==> config.mk <==
export PLATFORM = sky130hd
export DESIGN_NAME = store_rmw_narrower
export DESIGN_NICKNAME = d
export VERILOG_FILES = /design/src/rtl/store_rmw_narrower.sv
export SDC_FILE = /design/constraint.sdc
export NUM_CORES = 1
export LEC_CHECK = 0
export CORE_ASPECT_RATIO = 1.1
export CORE_MARGIN = 1
export CORE_UTILIZATION = 30
export DETAILED_ROUTE_END_ITERATION = 12
export PLACE_DENSITY = 0.58
export RECOVER_POWER = 100
export SYNTH_ARGS = -nofsm -noshare
export SYNTH_HDL_FRONTEND = slang
export SYNTH_SLANG_ARGS = --single-unit
==> constraint.sdc <==
create_clock -name clk -period 2.6 [get_ports clk]
set_clock_uncertainty 0.05 [all_clocks]
set_input_delay 0.52 -clock clk [delete_from_list [all_inputs] [get_ports clk]]
set_output_delay 0.52 -clock clk [all_outputs]
set_load 0.02 [all_outputs]
==> src/rtl/store_rmw_narrower.sv <==
// Store-side narrowing unit: truncates register data to SB/SH/SW width and merges it
// into a word-wide memory without byte enables using a read-modify-write sequence.
module store_rmw_narrower #(
  parameter int DATA_WIDTH = 32,
  parameter int ADDR_WIDTH = 32
) (
  input  logic                  clk,
  input  logic                  rst_n,
  input  logic                  req_valid,
  output logic                  req_ready,
  input  logic [ADDR_WIDTH-1:0] req_addr,
  input  logic [DATA_WIDTH-1:0] req_data,
  input  logic [1:0]            req_size,
  output logic [ADDR_WIDTH-1:0] mem_addr,
  output logic                  mem_rd_en,
  input  logic [DATA_WIDTH-1:0] mem_rd_data,
  output logic                  mem_wr_en,
  output logic [DATA_WIDTH-1:0] mem_wr_data,
  output logic                  done,
  output logic                  misaligned
);

  typedef enum logic [2:0] {
    IDLE, RD_REQ, RD_WAIT, WR, DONE, ERR
  } state_t;

  typedef enum logic [1:0] {
    SZ_BYTE = 2'b00,
    SZ_HALF = 2'b01,
    SZ_WORD = 2'b10,
    SZ_BAD  = 2'b11
  } size_t;

  state_t                state;
  size_t                 size_q;
  logic [1:0]            lane_q;
  logic [15:0]           data_q;
  logic                  req_bad;
  size_t                 req_sz;
  logic [DATA_WIDTH-1:0] merged;

  assign req_sz = size_t'(req_size);

  always_comb begin
    req_bad = 1'b0;
    unique case (req_sz)
      SZ_BYTE: req_bad = 1'b0;
      SZ_HALF: req_bad = req_addr[0];
      SZ_WORD: req_bad = (req_addr[1:0] != 2'b00);
      SZ_BAD:  req_bad = 1'b1;
    endcase
  end

  // Old word from memory with only the addressed lane(s) replaced.
  always_comb begin
    merged = mem_rd_data;
    if (size_q == SZ_BYTE)
      merged[{lane_q, 3'b000} +: 8] = data_q[7:0];
    else
      merged[{lane_q[1], 4'b0000} +: 16] = data_q;
  end

  always_ff @(posedge clk) begin
    if (!rst_n) begin
      // NOTE: synchronous reset clears every register, including the datapath, so
      // nothing from an aborted store can leak into a later write.
      state       <= IDLE;
      req_ready   <= 1'b1;
      mem_addr    <= '0;
      mem_rd_en   <= 1'b0;
      mem_wr_en   <= 1'b0;
      mem_wr_data <= '0;
      done        <= 1'b0;
      misaligned  <= 1'b0;
      size_q      <= SZ_BYTE;
      lane_q      <= 2'b00;
      data_q      <= '0;
    end else begin
      // NOTE: strobes default low each cycle so every pulse lasts exactly one clock;
      // all state uses non-blocking assignments so outputs are clean registers.
      mem_rd_en  <= 1'b0;
      mem_wr_en  <= 1'b0;
      done       <= 1'b0;
      misaligned <= 1'b0;
      unique case (state)
        IDLE: begin
          if (req_valid) begin
            req_ready <= 1'b0;
            mem_addr  <= {req_addr[ADDR_WIDTH-1:2], 2'b00};
            lane_q    <= req_addr[1:0];
            size_q    <= req_sz;
            data_q    <= (req_sz == SZ_BYTE) ? {8'h00, req_data[7:0]} : req_data[15:0];
            if (req_bad) begin
              state      <= ERR;
              misaligned <= 1'b1;
            end else if (req_sz == SZ_WORD) begin
              state       <= WR;
              mem_wr_en   <= 1'b1;
              mem_wr_data <= req_data;
            end else begin
              state     <= RD_REQ;
              mem_rd_en <= 1'b1;
            end
          end
        end
        RD_REQ:  state <= RD_WAIT;
        RD_WAIT: begin
          state       <= WR;
          mem_wr_en   <= 1'b1;
          mem_wr_data <= merged;
        end
        WR: begin
          state <= DONE;
          done  <= 1'b1;
        end
        DONE, ERR: begin
          state     <= IDLE;
          req_ready <= 1'b1;
        end
        default: begin
          state     <= IDLE;
          req_ready <= 1'b1;
        end
      endcase
    end
  end

endmodule
==> metrics.log <==
[metrics] end point of the most critical hold path: mem_addr[17]$_SDFFE_PN0P_
[metrics] sequential cell area in the final layout: 1800 sq um
[metrics] final standard cell count with taps included and fillers excluded: between 800 and 900
[metrics] Worst Path Class, Setup: flop to flop
[metrics] worst min-delay path category: flop to flop
[metrics] final worst slack: approximately 0.23 ns
[metrics] area of the multi-input gates: approximately 2400 sq um
[metrics] vias after detailed routing: 4455
[metrics] run status: complete, no violations
[metrics] number of nets in the layout: approximately 760
[metrics] power density cells: about 630 nW/um^2
[metrics] Row Count: 46
[metrics] global router's overall resource usage: 0.190
[metrics] number of antenna violations at the first check in global routing: 0
[metrics] maximum clock path buffer count: 2
[metrics] number of synthesized register bits: 90
[metrics] Peak VDD IR: around 0.00030 V
[metrics] Worst Path Required: approximately 2.8 ns
[metrics] Netlist Area Pre-Place: 4420 sq um
[metrics] Area growth syn-to-layout: 48.3%
[metrics] Primary FF master, synth: dfxtp_1
[metrics] layout cells sized above 1: 0.0487
[metrics] cell with the largest stage delay on the worst path: nor4bb_2
[metrics] CTS tree: done
[metrics] detailed-routed wire length on met2: 6680 um
[metrics] I/O pin count: 170
[metrics] length in cells of the worst reg-to-reg path: 6
[metrics] Core Region: around 14000 sq um
[metrics] number of setup buffers added after CTS: 0
[metrics] number of failing setup endpoints in the final timing report: 0
[metrics] count of unique library cells instantiated by Yosys: 38
[metrics] number of levels the H-tree was split into: 3
[metrics] vias in the first global route: roughly 4500
[metrics] Hold Crit Depth: 2
[metrics] Mean Syn Cell Area: slightly below 9 sq um
[metrics] largest incremental delay on the critical path: 0.78 ns
[metrics] Clk pin slew, worst setup/hold paths: around 0.06 ns
[metrics] DIE AREA: approximately 15000 sq um
[metrics] Leakage Power: between 2 and 3 nW
[metrics] total length of routed wires: ~15000 um
[metrics] clk root buf: clkbuf_16
[metrics] residual antenna-violating net count after detailed routing: 0
[metrics] Mapped Cells: between 500 and 600
[metrics] placed cell count: between 800 and 900
[metrics] wire length the detailed router placed on met1: around 6400 um
[metrics] remaining global-route overflow: 0
[metrics] HPWL reported at the end of detailed placement: approximately 10000 um
[metrics] cts bufs inserted: 9
[metrics] starting DRC count in detailed routing: slightly below 300
[metrics] Worst-Margin Slew: 1.24 ns
[metrics] via-per-instance ratio: around 5.2
[metrics] DR WL met3: approximately 1100 um
[metrics] count of yosys warnings during synthesis: 0
[metrics] category of the worst setup path launch point: flop
[metrics] latest clock arrival within the worst-skew pair: about 0.34 ns
[metrics] Port Buffers: approximately 170
[metrics] height of the die: between 100 and 150 um
[metrics] starting utilization of the core area: 0.307
[metrics] unrepaired setup endpoints after global routing: no
[metrics] cell chain of the critical path: inv_1, ha_1, nor4bb_2, a221o_1, a22oi_1, a21oi_1
[metrics] clock sinks: 90
[metrics] hold path startpoint: mem_addr[17]$_SDFFE_PN0P_
[metrics] first-pass GRT wire length: between 20000 and 25000 um
[metrics] largest net degree at the start of global routing: between 60 and 70
[metrics] critical register-to-register path endpoint: mem_wr_data[23]$_SDFFE_PN0P_
[metrics] number of detailed-route iterations in the first pass: 5
[metrics] final routed wire length divided by cell count: 17.2 um
[metrics] placer's final routability congestion estimate: about 0.79
[metrics] EDFF count, synth: 0
[metrics] Placement Setup Slack: -0.0572 ns
[metrics] startpoint of the most critical register-to-register path: lane_q[0]$_SDFFE_PN0P_
[metrics] max_slew headroom: 0.174
[metrics] Arrival @ worst endpoint: ~2.6 ns
[metrics] ratio of final minimum period to clock period: 0.911
[metrics] Max Freq: approximately 420 MHz
[metrics] element type at the critical path end: flop
[metrics] Filler Cell Count: about 1400
[metrics] max capacitance violation total: 0
[metrics] Final Hold Vio Count: 0
[metrics] drt drc: 0
[metrics] Final Critical Period: between 2 and 2.5 ns
[metrics] register area share after synthesis: 0.408
[metrics] max-slew violation count: 0
[metrics] async set or reset register ratio after synthesis: 0
[metrics] die span in x: 118 um
[metrics] r2r setup slk: around 0.23 ns
[metrics] top metal layer carrying routed signals: met4
[metrics] maximum fanout count along the critical path: 8
[metrics] Ant. Diodes: 0
[what timing repair did]
action                                  in CTS  in global routing
endpoints found under the hold margin        0                  0
hold buffers                                 0                  0
endpoints found under the setup margin       8                  0
resized for setup                            1                  0
[state kept, by name, indices dropped and copies added (netlist names)]
signal / flops
size_q: 2
lane_q: 2
req_ready: 1
misaligned: 1
mem_wr_en: 1
mem_addr: 30
state: 3
done: 1
mem_wr_data: 32
mem_rd_en: 1
data_q: 16
[through the flow]
stage | util | setup TNS, ns | power, mW | hold slack [ns] | instance area, sq um
after floorplan | - | 0 | 2.24 | 0.388 | 4420
after global placement | 0.433 | 0 | 2.74 | 0.397 | 6220
after detailed placement | 0.433 | -0.310 | 2.76 | 0.404 | 6220
after CTS | 0.456 | 0 | 4.24 | 0.413 | 6560
after global routing | 0.455 | 0 | 4.34 | 0.437 | 6550
final | 0.455 | 0 | 4.14 | 0.408 | 6550
[how the worst max path moves through the flow]
stage | end | slack, ns | from
detailed placement | mem_wr_data[23]$_SDFFE_PN0P_ | -0.06 | lane_q[0]$_SDFFE_PN0P_
finish | mem_wr_data[23]$_SDFFE_PN0P_ | 0.23 | lane_q[0]$_SDFFE_PN0P_
global placement | mem_wr_data[23]$_SDFFE_PN0P_ | 0.08 | lane_q[0]$_SDFFE_PN0P_
floorplan | mem_wr_data[4]$_SDFFE_PN0P_ | 0.31 | lane_q[1]$_SDFFE_PN0P_
global route | mem_wr_data[23]$_SDFFE_PN0P_ | 0.07 | lane_q[0]$_SDFFE_PN0P_
CTS | mem_wr_data[22]$_SDFFE_PN0P_ | 0.26 | lane_q[0]$_SDFFE_PN0P_
[layout by cell type, fill, tap and decap left out, types with 2 or more instances in the layout]
| cell | Yosys | final |
|---|---|---|
| inv_1 | 6 | 6 |
| clkdlybuf4s50_1 | 0 | 98 |
| clkbuf_2 | 0 | 2 |
| a22oi_1 | 16 | 16 |
| dlygate4sd3_1 | 0 | 68 |
| clkbuf_8 | 0 | 2 |
| nand2b_1 | 3 | 3 |
| conb_1 | 1 | 2 |
| bufinv_16 | 0 | 2 |
| or3b_1 | 2 | 2 |
| buf_12 | 0 | 3 |
| a221o_1 | 16 | 16 |
| mux2i_1 | 32 | 32 |
| ha_1 | 5 | 5 |
| a21oi_1 | 33 | 33 |
| nor4bb_1 | 3 | 2 |
| nor2_1 | 7 | 6 |
| nand2_1 | 102 | 102 |
| clkbuf_1 | 22 | 2 |
| buf_4 | 4 | 6 |
| o21ai_0 | 22 | 31 |
| a21boi_0 | 42 | 42 |
| a31oi_1 | 16 | 16 |
| clkbuf_16 | 0 | 9 |
| a221oi_1 | 16 | 16 |
| a211o_1 | 16 | 16 |
| or2_2 | 2 | 2 |
| a22o_1 | 8 | 8 |
| o21ai_1 | 11 | 2 |
| dfxtp_1 | 90 | 89 |
| o21a_1 | 2 | 2 |
[cells in the mapped netlist (2+ instances only)]
cell | n | area share
buf_2 | 14 | 0.016
a31oi_1 | 16 | 0.023
buf_1 | 4 | 0.0034
a21boi_0 | 42 | 0.071
a22oi_1 | 16 | 0.027
inv_1 | 6 | 0.0051
a22o_1 | 8 | 0.016
a221o_1 | 16 | 0.036
nor2_1 | 7 | 0.0059
a221oi_1 | 16 | 0.032
buf_4 | 4 | 0.0068
mux2i_1 | 32 | 0.073
o21ai_1 | 11 | 0.012
o21a_1 | 2 | 0.0034
a211o_1 | 16 | 0.032
clkbuf_1 | 22 | 0.019
or2_2 | 2 | 0.0028
or3b_1 | 2 | 0.0040
ha_1 | 5 | 0.014
nor4bb_1 | 3 | 0.0068
a21oi_1 | 33 | 0.037
o21ai_0 | 22 | 0.025
buf_6 | 4 | 0.010
nand2b_1 | 3 | 0.0042
dfxtp_1 | 90 | 0.41
nand2_1 | 102 | 0.087
[power by group]
group	total, mW	switching, mW	internal, mW
sequential	1.60	0.0962	1.51
combinational	1.08	0.577	0.507
clock	1.46	0.561	0.896
[worst max-delay path, delay by kind of cell (launching register included)]
family	cells	cell delay (ns)
AO/OA/AOI/OAI	3	0.49
buffers and inverters	1	0.14
flip-flops	1	0.48
adder cells (fa/ha/maj)	1	0.35
AND/OR/NAND/NOR	1	0.78
[per-layer routing]
layer,vias to the layer above,GRT usage
met5,-,0
met2,180,0.313
li1,2149,-
met4,0,0.0882
met1,2106,0.231
met3,20,0.0546
[cell type report]
cell class / instances / share of cell area
clock buffer: 12 / 0.0391
clock inverter: 4 / 0.0113
inverter: 6 / 0.00344
multi-input combinational: 367 / 0.363
sequential: 90 / 0.275
tap: 192 / 0.0367
timing repair buffer: 178 / 0.272
[logic make-up (layout without fill, tap and decap cells)]
group	count (synthesis)	after routing	synth area share
other	1	2	0.000849
adders and majority gates	5	5	0.0142
DFF	90	90	0.408
buffers and inverters	54	200	0.0600
AOI/OAI and AO/OA	202	202	0.323
muxes	32	32	0.0725
and+or+nand+nor	126	126	0.122
Power figures use the tool's default switching activity.
